$ cat src/rtl/serial_sub_if.sv
// ---------------------------------------------------------------------------
// serial_sub_if
//   Operand/result handshake bundle for the bit-serial subtractor.
//   master : producer/consumer side (drives operands and out_ready)
//   slave  : subtractor side (drives in_ready and the result)
// Signals
//   in_valid, in_ready : operand handshake
//   a, b, bin          : minuend, subtrahend, borrow-in
//   out_valid, out_ready : result handshake
//   diff, bout         : difference (mod 2^WIDTH) and borrow-out
// ---------------------------------------------------------------------------
interface serial_sub_if #(
    parameter int WIDTH = 8
);
    logic             in_valid;
    logic             in_ready;
    logic [WIDTH-1:0] a;
    logic [WIDTH-1:0] b;
    logic             bin;
    logic             out_valid;
    logic             out_ready;
    logic [WIDTH-1:0] diff;
    logic             bout;

    modport master (
        output in_valid, a, b, bin, out_ready,
        input  in_ready, out_valid, diff, bout
    );

    modport slave (
        input  in_valid, a, b, bin, out_ready,
        output in_ready, out_valid, diff, bout
    );
endinterface

$ cat src/rtl/serial_subtractor.sv
// ---------------------------------------------------------------------------
// serial_subtractor
//   Bit-serial N-bit subtractor: diff = a - b - bin, one bit per clock, LSB
//   first, using a single full-subtractor cell and a registered borrow.
//   Operands are accepted in IDLE, shifted through the cell for WIDTH cycles
//   in BUSY, and the result is presented in DONE until the consumer takes it.
// Ports
//   clk  : system clock, rising edge
//   rst  : synchronous, active-high reset (priority over all handshakes)
//   bus  : serial_sub_if.slave (operand and result handshakes)
// Parameters
//   WIDTH : operand/result width, 2..32
// Build options
//   SERIAL_SUB_SAT_EN : when defined, a result with final borrow=1 is
//                       saturated to zero; bout still reports the borrow.
// ---------------------------------------------------------------------------
module serial_subtractor #(
    parameter int WIDTH = 8
) (
    input  logic         clk,
    input  logic         rst,
    serial_sub_if.slave  bus
);
    // One extra bit so the counter can never wrap before reaching WIDTH-1.
    localparam int CNT_W = $clog2(WIDTH) + 1;

    typedef enum logic [1:0] {
        IDLE = 2'd0,
        BUSY = 2'd1,
        DONE = 2'd2
    } state_t;

    state_t           state_q, state_d;
    logic [WIDTH-1:0] a_q, a_d;
    logic [WIDTH-1:0] b_q, b_d;
    logic [WIDTH-1:0] r_q, r_d;
    logic [WIDTH-1:0] diff_q, diff_d;
    logic [CNT_W-1:0] cnt_q, cnt_d;
    logic             brw_q, brw_d;
    logic             bout_q, bout_d;

    // Full-subtractor cell on the current LSBs.
    logic             a0, b0, d_bit, brw_next;
    logic [WIDTH-1:0] r_shift;

    always_comb begin
        a0       = a_q[0];
        b0       = b_q[0];
        d_bit    = a0 ^ b0 ^ brw_q;
        brw_next = (~a0 & b0) | (~(a0 ^ b0) & brw_q);
        r_shift  = {d_bit, r_q[WIDTH-1:1]};
    end

    // NOTE: every signal gets its hold value first so no path through the
    // case statement can leave one unassigned and infer a latch.
    always_comb begin
        state_d = state_q;
        a_d     = a_q;
        b_d     = b_q;
        r_d     = r_q;
        diff_d  = diff_q;
        cnt_d   = cnt_q;
        brw_d   = brw_q;
        bout_d  = bout_q;

        case (state_q)
            IDLE: begin
                if (bus.in_valid) begin
                    a_d     = bus.a;
                    b_d     = bus.b;
                    brw_d   = bus.bin;
                    cnt_d   = '0;
                    state_d = BUSY;
                end
            end

            BUSY: begin
                r_d   = r_shift;
                a_d   = a_q >> 1;
                b_d   = b_q >> 1;
                brw_d = brw_next;
                cnt_d = cnt_q + CNT_W'(1);
                if (cnt_q == CNT_W'(WIDTH - 1)) begin
                    state_d = DONE;
                    bout_d  = brw_next;
`ifdef SERIAL_SUB_SAT_EN
                    // Unsigned saturation: an underflow clamps to zero.
                    diff_d  = brw_next ? '0 : r_shift;
`else
                    diff_d  = r_shift;
`endif
                end
            end

            DONE: begin
                if (bus.out_ready) begin
                    state_d = IDLE;
                end
            end

            default: begin
                state_d = IDLE;
            end
        endcase
    end

    // NOTE: state flops use non-blocking assignments so every flop samples
    // its pre-edge inputs regardless of statement order.
    always_ff @(posedge clk) begin
        if (rst) begin
            state_q <= IDLE;
            a_q     <= '0;
            b_q     <= '0;
            r_q     <= '0;
            diff_q  <= '0;
            cnt_q   <= '0;
            brw_q   <= 1'b0;
            bout_q  <= 1'b0;
        end else begin
            state_q <= state_d;
            a_q     <= a_d;
            b_q     <= b_d;
            r_q     <= r_d;
            diff_q  <= diff_d;
            cnt_q   <= cnt_d;
            brw_q   <= brw_d;
            bout_q  <= bout_d;
        end
    end

    assign bus.in_ready  = (state_q == IDLE);
    assign bus.out_valid = (state_q == DONE);
    assign bus.diff      = diff_q;
    assign bus.bout      = bout_q;

endmodule

$ cat src/flat_wrapper.sv
// flat-port wrapper written by rule: the top's interface ports become plain ports
module serial_subtractor_flat 
#(
    parameter int WIDTH = 8
)
  (clk, rst, bus_in_valid, bus_a, bus_b, bus_bin, bus_out_ready, bus_in_ready, bus_out_valid, bus_diff, bus_bout);
  serial_sub_if #(.WIDTH(WIDTH)) bus_i ();
  input  logic clk;
  input  logic rst;
  input wire logic [$bits(bus_i.in_valid)-1:0] bus_in_valid;
  input wire logic [$bits(bus_i.a)-1:0] bus_a;
  input wire logic [$bits(bus_i.b)-1:0] bus_b;
  input wire logic [$bits(bus_i.bin)-1:0] bus_bin;
  input wire logic [$bits(bus_i.out_ready)-1:0] bus_out_ready;
  output wire logic [$bits(bus_i.in_ready)-1:0] bus_in_ready;
  output wire logic [$bits(bus_i.out_valid)-1:0] bus_out_valid;
  output wire logic [$bits(bus_i.diff)-1:0] bus_diff;
  output wire logic [$bits(bus_i.bout)-1:0] bus_bout;
  assign bus_i.in_valid = bus_in_valid;
  assign bus_i.a = bus_a;
  assign bus_i.b = bus_b;
  assign bus_i.bin = bus_bin;
  assign bus_i.out_ready = bus_out_ready;
  assign bus_in_ready = bus_i.in_ready;
  assign bus_out_valid = bus_i.out_valid;
  assign bus_diff = bus_i.diff;
  assign bus_bout = bus_i.bout;
  serial_subtractor #(.WIDTH(WIDTH)) u_core (.clk(clk), .rst(rst), .bus(bus_i));
endmodule
$ cat config.mk
export PLATFORM = sky130hd
export DESIGN_NAME = serial_subtractor_flat
export DESIGN_NICKNAME = d
export VERILOG_FILES = /design/src/rtl/serial_sub_if.sv /design/src/rtl/serial_subtractor.sv /design/src/flat_wrapper.sv
export SDC_FILE = /design/constraint.sdc
export NUM_CORES = 1
export LEC_CHECK = 0
export ABC_AREA = 1
export BUFFER_PORTS_ARGS = -buffer_cell sky130_fd_sc_hd__buf_2
export CAP_MARGIN = 30
export CORE_ASPECT_RATIO = 1.25
export CORE_MARGIN = 5
export CORE_UTILIZATION = 50
export DETAILED_ROUTE_END_ITERATION = 6
export HOLD_SLACK_MARGIN = 0.03
export PLACE_DENSITY = 0.7
export SYNTH_ARGS = -nofsm -noshare
export SYNTH_HDL_FRONTEND = slang
export SYNTH_SLANG_ARGS = --single-unit
$ cat constraint.sdc
create_clock -name clk -period 1.8 [get_ports clk]
set_input_delay 0.18 -clock clk [delete_from_list [all_inputs] [get_ports clk]]
set_output_delay 0.18 -clock clk [all_outputs]
set_load 0.01 [all_outputs]
==> results.sh <==
export IMPL_status="finished clean"
export IMPL_mostFrequentLayoutCell="nand2_1"
export IMPL_clock_sinks=39
export IMPL_dr_first_iter_drc_count=56
export IMPL_dp_hpwl_um=2540
export IMPL_grt_pass1_wl_um=6070
export IMPL_grt_pass1_vias=1400
export IMPL_syn_nets=276
export IMPL_hold_viol=0
export IMPL_fin_crit_sh_pct=85.0
export IMPL_clk_latency_ns=0.29
export IMPL_die_h_um=75.7
export IMPL_root_buffer="clkbuf_8"
export IMPL_n_antenna_cell=0
export IMPL_ys_seq_area_share_pct=45.2
export IMPL_clkSlewWorstSetupHoldPaths_ns=0.08
export IMPL_holdPathEnd="u_core.a_q[7]$_SDFFE_PP0P_"
export IMPL_ant_nets=0
export IMPL_timing_rr_end="u_core.bus.diff[3]$_SDFFE_PP0P_"
export IMPL_synth_flop_cell="dfxtp_1"
export IMPL_hp_class="primary input to register"
export IMPL_initial_core_util_pct=50.5
export IMPL_crit_fanout=12
export IMPL_syn_inst=253
export IMPL_place_area_um2=1920
export IMPL_drt_vias_per_instance=4.84
export IMPL_p_leak_nw=0.978
export IMPL_p_seq_share_pct=49.6
export IMPL_fin_area_um2=2030
export IMPL_setup_violations_final=0
export IMPL_grt_overflow=0
export IMPL_drt_first_pass_iters=5
export IMPL_fin_skew_ns=0.00653
export IMPL_synth_edf_count=0
export IMPL_synth_top_area_share_pct=45.2
export IMPL_switching_share_pct=25.2
export IMPL_synth_area_leader_cell="dfxtp_1"
export IMPL_grt_max_degree=20
export IMPL_die_area_um2=4740
export IMPL_synth_async_reset_ratio_pct=0
export IMPL_reg2reg_depth=5
export IMPL_rsz0062_at_grt="no"
export IMPL_drc_errors=0
export IMPL_period_minus_slack_ns=1.53
export IMPL_final_max_slew_viol_count=0
export IMPL_wl_per_cell_um=10.7
export IMPL_hold_start="bus_a[7]"
export IMPL_cts_buffers=5
export IMPL_core_area_um2=3420
export IMPL_num_rows=24
export IMPL_power_total_w=0.00187
export IMPL_hold_depth=3
export IMPL_num_vias=1577
export IMPL_rrSetupSlack_ns=0.41
export IMPL_avgSynthCellArea_um2=6.83
export IMPL_holdBufCountCts=0
export IMPL_syn_to_final_growth_pct=17.4
export IMPL_r2r_start="u_core.cnt_q[0]$_SDFFE_PP0P_"
export IMPL_fillers=359
export IMPL_ctsResizeCount=0
export IMPL_port_buffers=31
export IMPL_htree_levels=2
export IMPL_grt_antenna_before_repair=0
export IMPL_p_per_area_nw_per_um2=924
export IMPL_required_ns=1.62
export IMPL_crit_type="register to primary output"
export IMPL_p_int_w=0.00140
export IMPL_cts_max_path_buffers=2
export IMPL_worst_pin_slew_ns=0.492
export IMPL_dieWidth_um=62.6
export IMPL_multi_input_area_um2=796
export IMPL_layout_drive_gt1_share_pct=17.8
export IMPL_cts_setup_buffers=0
export IMPL_clkPwrFrac_pct=38.8
export IMPL_synth_seq_cells=39
export IMPL_synthTopCellsByArea="dfxtp_1, nand2_1, nor2_1"
export IMPL_ir_worst_vdd_mv=0.809
export IMPL_layout_nets=309
export IMPL_yosysWarnings=0
export IMPL_grt_use_total_pct=16.1
export IMPL_synthesis_area_um2=1730
export IMPL_routed_wl_um=3490
export IMPL_end_kind="primary output"
export IMPL_setup_tns_ns=0
export IMPL_regArea_um2=781
export IMPL_gp_congestion=0.714
export IMPL_arrival_ns=1.35
export IMPL_p_sw_w=0.000471
export IMPL_cts_tree="built"
export IMPL_pwr_share_comb_pct=11.7
export IMPL_start_kind="register"
export IMPL_timing_fmax_mhz=654
export IMPL_layout_common_cells="nand2_1, nor2_1, dfxtp_1"
export IMPL_synth_cell_types=21
export IMPL_cap_violations=0
export IMPL_max_slew_margin_pct=66.8
export IMPL_ioPinCount=32
==> routing by layer <==
metal	global-route usage (%)	wire length, um	vias to the layer above	part of all wire (%)
met5	0	0	-	0
met4	8.25	68	0	1.9
met3	3.98	208	5	6.0
met2	27.1	1630	35	47
met1	19.4	1580	689	45
li1	-	-	848	-
==> power groups by stage <==
| stage | logic (W) | clock network (W) | registers, W |
|---|---|---|---|
| final | 0.000219 | 0.000727 | 0.000929 |
| after global placement | 0.000220 | 0 | 0.000948 |
| after floorplan | 0.000163 | 0 | 0.000944 |
| after detailed placement | 0.000221 | 0 | 0.000949 |
| after CTS | 0.000222 | 0.000744 | 0.000929 |
| after global routing | 0.000257 | 0.000786 | 0.000934 |
==> logic make-up after synthesis <==
group	Yosys count	share of synthesized area [%]
compound gates	21	6.23
flops	39	45.2
fa+ha+maj	2	1.88
buf+inv	36	8.76
simple gates	155	37.9
==> final cells by class <==
type                    count  share of cell area (%)
multi-input cells         178                    39.2
flip-flops and latches     39                    38.5
repair buffers             36                    9.50
clock inverters             3                    2.16
inverters                  26                    4.81
well taps                  39                    2.41
clock buffers               5                    3.39
==> critical path, cell delays in order (launching register included) <==
cell and delay [ns]:
dfxtp_1 0.38, nor2_2 0.29, buf_4 0.24, buf_2 0.15
==> synthesized netlist by cell type, types with 2 or more instances <==
master	number
nand2_1	58
nand2_2	3
o21ai_0	7
clkbuf_1	2
inv_1	25
buf_4	3
buf_2	4
nor2_1	56
a21oi_1	10
dfxtp_1	39
nand3b_1	4
o21ai_1	3
nand3_1	30
nor2_2	2
==> through the flow <==
step / hold WS, ns / cells / utilization (%) / worst slack, ns
after global placement: 0.438 / 318 / 56.0 / 0.439
final: 0.135 / 326 / 59.2 / 0.270
after CTS: 0.129 / 326 / 59.2 / 0.244
after detailed placement: 0.442 / 318 / 56.0 / 0.403
after global routing: 0.151 / 326 / 59.2 / 0.177
after floorplan: 0.249 / 253 / - / 0.636
==> registers in the layout (all words and copies together) (netlist names) <==
signal	count
u_core.bus.bout	1
u_core.brw_q	1
u_core.bus.diff	8
u_core.r_q	7
u_core.a_q	8
u_core.state_q	2
u_core.b_q	8
u_core.cnt_q	4
==> how the worst max path moves through the flow <==
stage                                        start                         endpoint  slack [ns]  depth (start not counted)
detailed placement    u_core.cnt_q[0]$_SDFFE_PP0P_  u_core.bus.diff[3]$_SDFFE_PP0P_        0.40                          5
floorplan               u_core.b_q[0]$_SDFFE_PP0P_  u_core.bus.diff[7]$_SDFFE_PP0P_        0.64                          6
global placement      u_core.cnt_q[0]$_SDFFE_PP0P_  u_core.bus.diff[3]$_SDFFE_PP0P_        0.44                          5
global route        u_core.state_q[0]$_SDFFE_PP0P_                     bus_in_ready        0.18                          3
CTS                 u_core.state_q[0]$_SDFFE_PP0P_                     bus_in_ready        0.24                          3
finish              u_core.state_q[0]$_SDFFE_PP0P_                     bus_in_ready        0.27                          3
Power figures use the tool's default switching activity.
